`src/rtl/aibnd_dly_pkg.sv`:
```
// Shared width defaults, step-direction type and Gray conversion helpers
// for the delay-line code controller.
package aibnd_dly_pkg;

  localparam int DEF_COARSE_W = 7;
  localparam int DEF_FINE_W   = 3;
  localparam int DEF_STEP_DIV = 4;
  localparam int GRAY_MAX_W   = 32;

  typedef logic [GRAY_MAX_W-1:0] gray_word_t;

  typedef enum logic [1:0] {
    DIR_HOLD = 2'b00,
    DIR_UP   = 2'b01,
    DIR_DOWN = 2'b10
  } step_dir_e;

  // Callers zero-extend narrower codes; the upper Gray bits then stay zero.
  function automatic gray_word_t bin2gray(input gray_word_t b);
    return b ^ (b >> 1);
  endfunction

  function automatic gray_word_t gray2bin(input gray_word_t g);
    gray_word_t b;
    b[GRAY_MAX_W-1] = g[GRAY_MAX_W-1];
    for (int i = GRAY_MAX_W - 2; i >= 0; i--) begin
      b[i] = b[i+1] ^ g[i];
    end
    return b;
  endfunction

endpackage

```
`src/rtl/aibnd_dly_sync2.sv`:
```
// Two-flop synchroniser for asynchronous control inputs, one chain per bit,
// cleared by a synchronous active-high reset.
module aibnd_dly_sync2 #(
  parameter int WIDTH = 1
) (
  input  logic             clk,
  input  logic             srst,
  input  logic [WIDTH-1:0] d,
  output logic [WIDTH-1:0] q
);

  generate
    for (genvar gi = 0; gi < WIDTH; gi++) begin : g_bit
      logic meta_reg;
      logic sync_reg;

      always_ff @(posedge clk) begin
        if (srst) begin
          meta_reg <= 1'b0;
          sync_reg <= 1'b0;
        end else begin
          meta_reg <= d[gi];
          sync_reg <= meta_reg;
        end
      end

      assign q[gi] = sync_reg;
    end
  endgenerate

endmodule

```
`src/rtl/aibnd_dly_code_ctrl.sv`:
```
// Ramps a {coarse,fine} delay code one LSB at a time toward a strobed target
// and drives Gray-coded outputs. Scan chain compiled in with AIBND_DLY_CODE_SCAN_EN.
module aibnd_dly_code_ctrl
  import aibnd_dly_pkg::*;
#(
  parameter int COARSE_W   = DEF_COARSE_W,
  parameter int FINE_W     = DEF_FINE_W,
  parameter int MAX_COARSE = 2**COARSE_W - 1,
  parameter int STEP_DIV   = DEF_STEP_DIV
) (
  input  logic                ck,
  input  logic                dll_reset,
  input  logic                code_valid,
  input  logic [COARSE_W-1:0] c_bin,
  input  logic [FINE_W-1:0]   f_bin,
  input  logic                se_n,
  input  logic                si,
  output logic [COARSE_W-1:0] c_gray,
  output logic [FINE_W-1:0]   f_gray,
  output logic                busy,
  output logic                done,
  output logic                clamped,
  output logic                so
);

  localparam int                  N        = COARSE_W + FINE_W;
  localparam logic [N-1:0]        CODE_ONE = N'(1);
  localparam logic [COARSE_W-1:0] MAX_C    = COARSE_W'(MAX_COARSE);
  localparam logic [7:0]          DIV_LAST = 8'(STEP_DIV - 1);

  logic [N-1:0]        tgt_reg, tgt_next;
  logic [N-1:0]        cur_reg, cur_next;
  logic [7:0]          cnt_reg, cnt_next;
  logic                clamped_reg, clamped_next;
  logic                done_reg, done_next;
  logic                vld_prev_reg;
  logic [COARSE_W-1:0] c_gray_reg, c_gray_next;
  logic [FINE_W-1:0]   f_gray_reg, f_gray_next;

  logic      vld_sync;
  logic      load_evt;
  logic      step_evt;
  logic      scan_shift;
  logic      busy_int;
  step_dir_e dir;

  aibnd_dly_sync2 #(
    .WIDTH (1)
  ) u_sync (
    .clk  (ck),
    .srst (dll_reset),
    .d    (code_valid),
    .q    (vld_sync)
  );

`ifdef AIBND_DLY_CODE_SCAN_EN
  assign scan_shift = ~se_n;
  assign so         = cur_reg[N-1];
`else
  logic unused_scan;
  assign unused_scan = se_n;
  assign scan_shift  = 1'b0;
  assign so          = 1'b0;
`endif

  always_comb begin
    dir = DIR_HOLD;
    if (cur_reg < tgt_reg) begin
      dir = DIR_UP;
    end else if (cur_reg > tgt_reg) begin
      dir = DIR_DOWN;
    end
  end

  assign busy_int = (dir != DIR_HOLD);
  assign load_evt = vld_sync & ~vld_prev_reg & ~scan_shift;
  // A load on a step boundary wins: the counter restarts instead of stepping.
  assign step_evt = busy_int & ~scan_shift & ~load_evt & (cnt_reg == DIV_LAST);

  always_comb begin
    tgt_next     = tgt_reg;
    cur_next     = cur_reg;
    cnt_next     = cnt_reg;
    clamped_next = clamped_reg;

    if (scan_shift) begin
      tgt_next = {tgt_reg[N-2:0], si};
      cur_next = {cur_reg[N-2:0], tgt_reg[N-1]};
      cnt_next = '0;
    end else if (load_evt) begin
      cnt_next = '0;
      if (c_bin > MAX_C) begin
        tgt_next     = {MAX_C, {FINE_W{1'b1}}};
        clamped_next = 1'b1;
      end else begin
        tgt_next = {c_bin, f_bin};
      end
    end else if (step_evt) begin
      cnt_next = '0;
      cur_next = (dir == DIR_UP) ? cur_reg + CODE_ONE : cur_reg - CODE_ONE;
    end else if (busy_int) begin
      cnt_next = cnt_reg + 8'd1;
    end else begin
      cnt_next = '0;
    end

    // Covers both the final step and a load that already matches the code.
    done_next = ~scan_shift & (busy_int | load_evt) & (cur_next == tgt_next);

    c_gray_next = COARSE_W'(bin2gray(GRAY_MAX_W'(cur_next[N-1:FINE_W])));
    f_gray_next = FINE_W'(bin2gray(GRAY_MAX_W'(cur_next[FINE_W-1:0])));
  end

  always_ff @(posedge ck) begin
    if (dll_reset) begin
      vld_prev_reg <= 1'b0;
      tgt_reg      <= '0;
      cur_reg      <= '0;
      cnt_reg      <= '0;
      clamped_reg  <= 1'b0;
      done_reg     <= 1'b0;
      c_gray_reg   <= '0;
      f_gray_reg   <= '0;
    end else begin
      vld_prev_reg <= vld_sync;
      tgt_reg      <= tgt_next;
      cur_reg      <= cur_next;
      cnt_reg      <= cnt_next;
      clamped_reg  <= clamped_next;
      done_reg     <= done_next;
      c_gray_reg   <= c_gray_next;
      f_gray_reg   <= f_gray_next;
    end
  end

  assign c_gray  = c_gray_reg;
  assign f_gray  = f_gray_reg;
  assign busy    = busy_int;
  assign done    = done_reg;
  assign clamped = clamped_reg;

endmodule

```
`config.mk`:
```
export PLATFORM = sky130hd
export DESIGN_NAME = aibnd_dly_code_ctrl
export DESIGN_NICKNAME = d
export VERILOG_FILES = /design/src/rtl/aibnd_dly_pkg.sv /design/src/rtl/aibnd_dly_sync2.sv /design/src/rtl/aibnd_dly_code_ctrl.sv
export SDC_FILE = /design/constraint.sdc
export NUM_CORES = 1
export LEC_CHECK = 0
export ABC_CLOCK_PERIOD_IN_PS = 3500
export CAP_MARGIN = 10
export CORE_MARGIN = 2
export CORE_UTILIZATION = 30
export DETAILED_ROUTE_END_ITERATION = 7
export PLACE_DENSITY = 0.46
export RECOVER_POWER = 25
export SLEW_MARGIN = 40
export SYNTH_ARGS = -nofsm -noshare
export SYNTH_HDL_FRONTEND = slang
export SYNTH_HIERARCHICAL = 1
export SYNTH_SLANG_ARGS = --single-unit
```
`constraint.sdc`:
```
create_clock -name ck -period 3.5 [get_ports ck]
set_input_delay 0.7 -clock ck [delete_from_list [all_inputs] [get_ports ck]]
set_output_delay 0.7 -clock ck [all_outputs]
set_load 0.03 [all_outputs]
```
# After elaboration in Yosys (flattened, before gate mapping)

Index checks and enable logic that the tools add are counted.

Latch bits: 0
Input bits: 15
Memories: 0
Logic and storage cells: 39
Bits in writable memories: 0
Flip-flop bits (word level): 43
Output and inout bits: 14
ROM bits: 0

Magnitude comparators: 3
Div/mod/pow operators: 0
Add/sub/neg operators: 3
Mux-type cells: 7
Multiply operators: 0
Shifts and indexed selects: 0
Reductions and logical operators: 3
Eq/ne operators: 3
Bitwise gates (word level): 10

Operators by type and width:

| kind                  | count |
|---|---|
| $mux 10               | 5 |
| $add 10x1->10 const B | 1 |
| $eq 10x10->1          | 1 |
| $gt 10x10->1          | 1 |
| $lt 10x10->1          | 1 |
| $sub 10x1->10 const B | 1 |
| $add 8x1->8 const B   | 1 |
| $eq 8x2->1 const B    | 1 |
| $gt 7x7->1 const B    | 1 |
| $xor 7x6->7           | 1 |
| $and 1x1->1           | 4 |
| $mux 2                | 2 |
| $reduce_or 4->1       | 1 |
| $not 1->1             | 3 |
| $xor 3x2->3           | 1 |
| $eq 2x1->1 const B    | 1 |
| $reduce_and 2->1      | 1 |
| $reduce_bool 2->1     | 1 |
| $or 1x1->1            | 1 |

# Logic depth before layout (Yosys ltp)

Word-level depth: 10
Depth in mapped cells: 15
Depth with buffers taken out: 15

# By module

The synthesis kept the hierarchy.

Modules (own cells, without submodules):

| module              | instances | sequential area each (um^2) | area each (um^2) | cells each |
|---|---|---|---|---|
| aibnd_dly_code_ctrl | 1         | 780.7                       | 2285.9           | 264 |
| aibnd_dly_sync2     | 1         | 40.0                        | 52.6             | 4 |

# Least setup slack after synthesis

Ideal clock, no wire load.

Path type: register to register
Start: register tgt_reg[7]
End: register done_reg, in the netlist done
Setup slack: -0.218 ns
Stages on the path, launching flop included: 15
Setup time: 0.088 ns
Period minus slack after synthesis: 3.718 ns
Buffers on the path: 0
Arrival: 3.630 ns
Data required time: 3.412 ns
Cells stage by stage: dfxtp_1 -> inv_1 -> ha_1 -> a211o_1 -> a21oi_2 -> o211ai_1 -> ha_1 -> nor2b_1 -> o31a_1 -> o311ai_0 -> a21oi_1 -> xnor2_1 -> or3_1 -> a32o_1 -> nor4_2

Word-level cells in the longest chain between the ends: 10
Elaborated cells between the ends (all ways): 15
Those cells by class: 2 x order compare; 2 x eq/ne; 6 x mux; 4 x bitwise; 1 x reduce/logical

Ends and longest elaborated chain:

| what                      | RTL line                   | RTL |
|---|---|---|
| start: declaration        | aibnd_dly_code_ctrl.sv:31  | `logic [N-1:0] tgt_reg, tgt_next;` |
| start signal: assignment  | aibnd_dly_code_ctrl.sv:126 | `tgt_reg <= tgt_next;` |
| $gt 10x10->1              | aibnd_dly_code_ctrl.sv:70  | `end else if (cur_reg > tgt_reg) begin` |
| $mux 2                    | aibnd_dly_code_ctrl.sv:70  |  |
| $mux 2                    | aibnd_dly_code_ctrl.sv:68  | `if (cur_reg < tgt_reg) begin` |
| $reduce_bool 2->1         | aibnd_dly_code_ctrl.sv:75  | `assign busy_int = (dir != DIR_HOLD);` |
| $and 1x1->1 (2 in series) | aibnd_dly_code_ctrl.sv:78  | `assign step_evt = busy_int & ~scan_shift & ~load_evt & (cnt_reg == DIV_LAST);` |
| $mux 10                   | aibnd_dly_code_ctrl.sv:98  | `end else if (step_evt) begin` |
| $mux 10                   | aibnd_dly_code_ctrl.sv:90  | `end else if (load_evt) begin` |
| $eq 10x10->1              | aibnd_dly_code_ctrl.sv:108 | `done_next = ~scan_shift & (busy_int \| load_evt) & (cur_next == tgt_next);` |
| $and 1x1->1 *             | aibnd_dly_code_ctrl.sv:108 |  |
| end signal: assignment    | aibnd_dly_code_ctrl.sv:130 | `done_reg <= done_next;` |
| end: declaration          | aibnd_dly_code_ctrl.sv:35  | `logic done_reg, done_next;` |

Mark *: on every way between the ends. The rest lies on a longest branch, timed or not.
A chain may end at the register's enable or synchronous reset.

# Final worst setup path

Ends and elaborated chain as after synthesis.

==> results.tsv <==
stage	metric	value	unit
sta	Slew headroom	35.8	%
setup_path	reg-to-reg slack, setup	0.11	ns
setup_path	worst r2r src	tgt_reg[7]	
setup_path	R2R depth	16	
status	status	finished, final reports clean	
clocking	Clock Path Buffers	2	
synthesis	cell area after synthesis	2340	um^2
global_routing	met3 Track Usage GR	3.58	%
routing	DRT iter0 DRCs	45	
min_path	Hold Crit Start	u_sync/g_bit[0].meta_reg	
min_path	worst hold path cell count	1	
routing	detail-routed via count per cell	4.55	
floorplanning	# rows	32	
sta	Worst Slack Setup Final	0.109	ns
power	Worst VDD drop	0.215	mV
synthesis	post-synth cell types	48	
synthesis	EDFF count, synth	0	
floorplanning	Top Ports	29	
setup_path	Max stage delay on crit path	0.32	ns
floorplanning	DIE WIDTH	92.3	um
min_path	Hold EP	u_sync/q	
sta	final worst path period need	3.39	ns
floorplanning	chip height	92.3	um
clocking	Post-CTS Hold Buffers	0	
place	Placer Congestion	0.779	
place	worst slack at placement	-0.264	ns
routing	Final ANT Viol Nets	0	
setup_path	Req. time, crit path	3.72	ns
min_path	Hold Crit Class	register to register	
cells_and_area	nets	375	
routing	WL/cell	13.5	um
place	Detail Placement HPWL	4.56	mm
cells_and_area	n_diodes	0	
synthesis	sequential fraction of the synthesis area	35.1	%
global_routing	number of global-route vias before repair	2023	
power	power per cell area	508	nW/um^2
setup_path	CP Class	register to register	
routing	WL final	5.98	mm
power	combinational power share	46.4	%
routing	total number of vias	2017	
run	Max Cap Violations	0	
power	Reg power frac	29.6	%
setup_path	nature of the critical path startpoint	register	
sta	Final Max Tran Viols	0	
synthesis	Synth Register Bits	41	
setup_path	Critical Path AT	3.61	ns
global_routing	met1 Resource Use GR	18.6	%
synthesis	synthesized net count	303	
sta	fmax	0.295	GHz
clocking	number of buffers created by CTS	5	
floorplanning	Die ar.	8520	um^2
setup_path	CP Max Fanout	6	
global_routing	total track usage	14.8	%
power	cell leakage power	0.00134	uW
routing	drt pass-1 iters	4	
setup_path	Worst path slowest cell	dfxtp_2	
floorplanning	Placeable Area	7650	um^2
global_routing	Remaining Overflow, GRT	0	
routing	Residual DRC	0	
global_routing	initial antenna violation count	0	
clocking	CTS sink count	41	
sta	final setup vio count	0	
setup_path	RR Endpoint	done	
global_routing	GR peak layer	met2	
cells_and_area	share of layout cells above drive strength 1	29.9	%
global_routing	GRT met2 Usage	24.4	%
clocking	CTS tree	yes	
power	NetSw	607	uW
setup_path	CP Capture Type	register	
global_routing	global-route wire length before repair	9.75	mm
clocking	Skew-Pair Late Insertion Delay	0.30	ns
clocking	CTS root buf	clkbuf_8	
synthesis	syn avg cell area	8.73	um^2
clocking	CTS clk-pin slew, worst paths	0.09	ns
cells_and_area	Final Util	44.4	%
global_routing	largest net degree at the start of global routing	22	
sta	Worst-Margin Slew	0.964	ns
clocking	H-Tree Depth	2	
sta	unrepaired setup endpoints after global routing	yes	
synthesis	Async SR Flop Fraction	0	%
setup_path	worst-path cell chain	inv_2 > ha_4 > a211o_1 > a21oi_2 > o211ai_1 > buf_4 > buf_6 > ha_4 > o21a_1 > o31a_1 > o311ai_4 > a21oi_2 > xnor2_2 > or3_1 > a32o_2 > nor4_2	
synthesis	Main synth FF type	dfxtp_1	
sta	final worst-path cycle share	96.9	%
floorplanning	Initial Util	30.6	%
place	IO buf count	25	
synthesis	Syn Inst Count	268	
sta	TNS Setup	0	ns
synthesis	synth warn	6	
cells_and_area	area grow syn2layout	45.2	%
power	Switching Share	35.2	%
power	clock share of power	24.0	%
power	Int Pwr	1120	uW
sta	Final Hold Viols	0	
sta	Setup Skew	0.00861	ns
## routing by layer
layer | routed length [um] | vias to the layer above
met5 | 0 | -
met4 | 125 | 0
met3 | 223 | 10
met2 | 2840 | 38
met1 | 2790 | 911
li1 | - | 1058
## kinds of logic (layout without fill, tap and decap cells)
family,count (synthesis),in the layout,share of synthesized area (%)
compound gates,45,45,13.2
xor+xnor,30,30,11.2
fa+ha+maj,20,20,11.0
buf+inv,24,97,4.49
flops,41,41,35.1
mux,7,7,3.05
other cells,1,1,0.160
simple gates,100,100,21.7
## worst max path at each step
stage | start | to | slack, ns | depth (start not counted)
after floorplan | tgt_reg[9] | done | 0.008 | 14
after global placement | tgt_reg[9] | done | -0.24 | 15
after detailed placement | tgt_reg[9] | done | -0.26 | 15
after CTS | tgt_reg[9] | done | 0.007 | 15
after global routing | tgt_reg[8] | done | -0.08 | 18
final | tgt_reg[7] | done | 0.11 | 16
## critical path, delay by kind of cell, from the launching register on
family / cells / cell delay (ns)
adder cells (fa/ha/maj): 2 / 0.43
AO/OA/AOI/OAI: 8 / 1.58
flip-flops: 1 / 0.32
XOR/XNOR: 1 / 0.15
AND/OR/NAND/NOR: 2 / 0.43
buffers and inverters: 3 / 0.39
## cell usage in the layout (no fill, tap or decap), types with 2 or more instances in the layout
master,Yosys,layout
inv_2,0,2
mux2i_1,6,4
o21ai_0,4,4
buf_4,4,47
a31oi_4,1,3
clkdlybuf4s50_1,0,24
a21o_1,3,3
nor2_1,47,47
xor2_1,10,10
nand4_1,3,3
dfxtp_2,0,7
nor2b_1,9,8
nor4_1,2,2
o211ai_1,2,2
ha_1,19,10
a21oi_2,1,3
xnor2_2,0,3
and4_4,0,2
a21oi_1,16,14
xnor2_1,20,17
nand3_1,8,8
nand2_1,14,14
clkbuf_1,5,3
a21boi_0,2,2
ha_4,0,9
o21a_1,4,3
clkbuf_8,0,6
dfxtp_1,41,33
inv_1,14,12
nor3_1,3,3
a211oi_1,2,2
## metrics by stage
stage                     hold slack [ns]  cell area (um^2)  cells  total power [uW]
after global routing                0.453              3390    443              1830
after detailed placement            0.427              3050    427              1200
after CTS                           0.447              3200    438              1650
after floorplan                     0.414              2400    268               954
after global placement              0.418              3050    427              1190
final                               0.442              3390    443              1720
## power groups by stage
| stage | logic (uW) | registers (uW) | clock network (uW) |
|---|---|---|---|
| floorplan | 411 | 543 | 0 |
| global placement | 672 | 520 | 0 |
| detailed placement | 679 | 521 | 0 |
| CTS | 711 | 510 | 425 |
| global route | 874 | 514 | 443 |
| finish | 800 | 510 | 414 |
## area by class of cell
cell class              count  area [um^2]
fillers                   770         4250
multi-input cells         203         1640
flip-flops and latches     41          833
repair buffers             75          622
well taps                 102          128
clock buffers               7         86.3
inverters                  14         52.6
clock inverters             1         30.0
## cell usage after synthesis, types with 3 or more instances
library cell  instances  area (um^2)
nor2_1               47          176
dfxtp_1              41          821
xnor2_1              20          175
ha_1                 19          238
a21oi_1              16         80.1
inv_1                14         52.6
nand2_1              14         52.6
xor2_1               10         87.6
nor2b_1               9         56.3
nand3_1               8         40.0
mux2i_1               6         60.1
clkbuf_1              5         18.8
a31oi_1               4         25.0
buf_4                 4         30.0
o21a_1                4         30.0
o21ai_0               4         20.0
a21o_1                3         22.5
nand4_1               3         18.8
nor3_1                3         15.0
## repair_timing
| action | CTS | global route |
|---|---|---|
| gates resized for setup | 2 | 26 |
| pin swaps | 2 | 13 |
| setup buffers | 3 | 5 |
| hold endpoints to repair | 0 | 0 |
| endpoints found under the setup margin | 4 | 4 |
Power figures use the tool's default switching activity.
==> edit: new RTL, same flow settings <==
`DEF_COARSE_W`: 7 -> 14.
--- a/src/rtl/aibnd_dly_pkg.sv
+++ b/src/rtl/aibnd_dly_pkg.sv
@@ -2,7 +2,7 @@
 // for the delay-line code controller.
 package aibnd_dly_pkg;
 
-  localparam int DEF_COARSE_W = 7;
+  localparam int DEF_COARSE_W = 14;
   localparam int DEF_FINE_W   = 3;
   localparam int DEF_STEP_DIV = 4;
   localparam int GRAY_MAX_W   = 32;
Interface: changed (resized c_bin and c_gray); port bits go from 29 to 43. No check against the original RTL was run, so the function may have changed too.
==> edit against the unedited design <==
The run now ends with negative setup slack left. Global-route usage is 3.6 points higher. Synthesized area is 72% higher. Sequential cell count is 21 higher. Critical endpoint unchanged. Setup slack worse by 0.68 ns. Power is 110% higher. Fmax is 17% lower. Routed wire length is 110% higher. Cell area is 97% higher.
==> edit: results (changes against the unedited design) <==
VDD IR max -> 0.400 mV (+86%)
Static Leak -> 2.78 nW (+110%)
Worst Path Arrival -> 4.33 ns (+0.72 ns)
vias in the first global route -> 3976 (+97%)
I/O Buffers -> 39 (+56%)
Setup crit start -> tgt_reg[15]
Least-Margin Pin Slew -> 1.44 ns (+0.481 ns)
met3 wire length -> 469 um (+110%)
first-pass GRT wire length -> 20.4 mm (+110%)
clk slew on worst S/H paths -> 0.06 ns (-0.03 ns)
failing checks -> negative setup slack
H-Tree Depth -> 3 (+1)
sequential share of the synthesized area -> 0.308 (-0.0426)
layout cells sized above 1 -> 0.442 (+0.143)
Max stage delay on crit path -> 0.41 ns (+0.09 ns)
Root Driver -> clkbuf_16
final setup vio count -> 22 (+22)
Synth Net Count -> 541 (+79%)
DRT iter0 DRCs -> 206 (+360%)
synthesized area -> 0.00403 mm^2 (+72%)
setup TNS -> -5.26 ns (-5.26 ns)
count of cell types in the netlist -> 64 (+33%)
CTS Buf Count -> 9 (+4)
Placed Area -> 0.00563 mm^2 (+85%)
Slowest cell on crit path -> a311o_1
worst setup margin -> -0.574 ns (-0.683 ns)
largest net degree at the start of global routing -> 38 (+73%)
routability cong. -> 0.799 (+2.5%)
nets@finish -> 710 (+89%)
GRT Overall Usage -> 0.185 (+0.0364)
clock latency on the worst-skew pair -> 0.34 ns (+0.04 ns)
DP Wirelength -> 9.53 mm (+110%)
Via density -> 4.70 (+3.3%)
placed insts -> 794 (+86%)
met2 WL post-DR -> 6.46 mm (+130%)
status -> complete, but fails checks
DRT met1 WL -> 5.59 mm (+100%)
# fillers -> 1225 (+59%)
skew final -> 0.00775 ns (-0.000858 ns)
final WL -> 12.8 mm (+110%)
Net Sw Frac -> 0.380 (+0.0283)
==> edit: logic make-up (layout without fill, tap and decap cells) <==
kind of cell,count (synthesis),count (layout),synth area share
mux,10,10,0.0249
buf+inv,51,225,0.0525
simple gates,177,177,0.220
fa+ha+maj,32,32,0.0995
xor+xnor,53,53,0.117
compound gates,101,101,0.177
other cells,1,1,0.000932
flops,62,62,0.308
==> edit: final cells by class <==
class	instances	area, um^2	share of cell area
flip-flops and latches	62	1260	0.189
repair buffers	180	1520	0.226
inverters	28	113	0.0168
repair inverters	1	8.76	0.00131
clock buffers	9	225	0.0336
well taps	176	220	0.0329
clock inverters	7	73.8	0.0110
multi-input cells	374	3280	0.489
==> edit: power by group through the flow <==
stage	clock (mW)	sequential (mW)	combinational [mW]
4_1_cts	0.935	0.759	1.71
6_report	0.907	0.759	1.95
2_1_floorplan	0	0.799	0.893
3_5_place_dp	0	0.773	1.50
5_1_grt	0.957	0.763	2.10
3_3_place_gp	0	0.772	1.49
==> edit: path summary, 6_finish.rpt <==
kind	slack, ns	endpoint	cells after the start
hold reg to reg	0.46	u_sync/q	1
setup reg to reg	-0.57	done	21
hold / removal	0.46	u_sync/q	1
setup / recovery	-0.57	done	21
==> edit: repair_timing <==
action	4_1_cts	5_1_grt
endpoints found under the setup margin	25	27
setup buffers	14	15
pin swaps	22	35
cloned	1	0
resized for setup	61	61
==> edit: layer usage <==
metal  up-vias  GRT usage
li1       2021          -
met1      1837      0.223
met2        63      0.325
met3        17     0.0394
met4         0     0.0603
met5         -          0
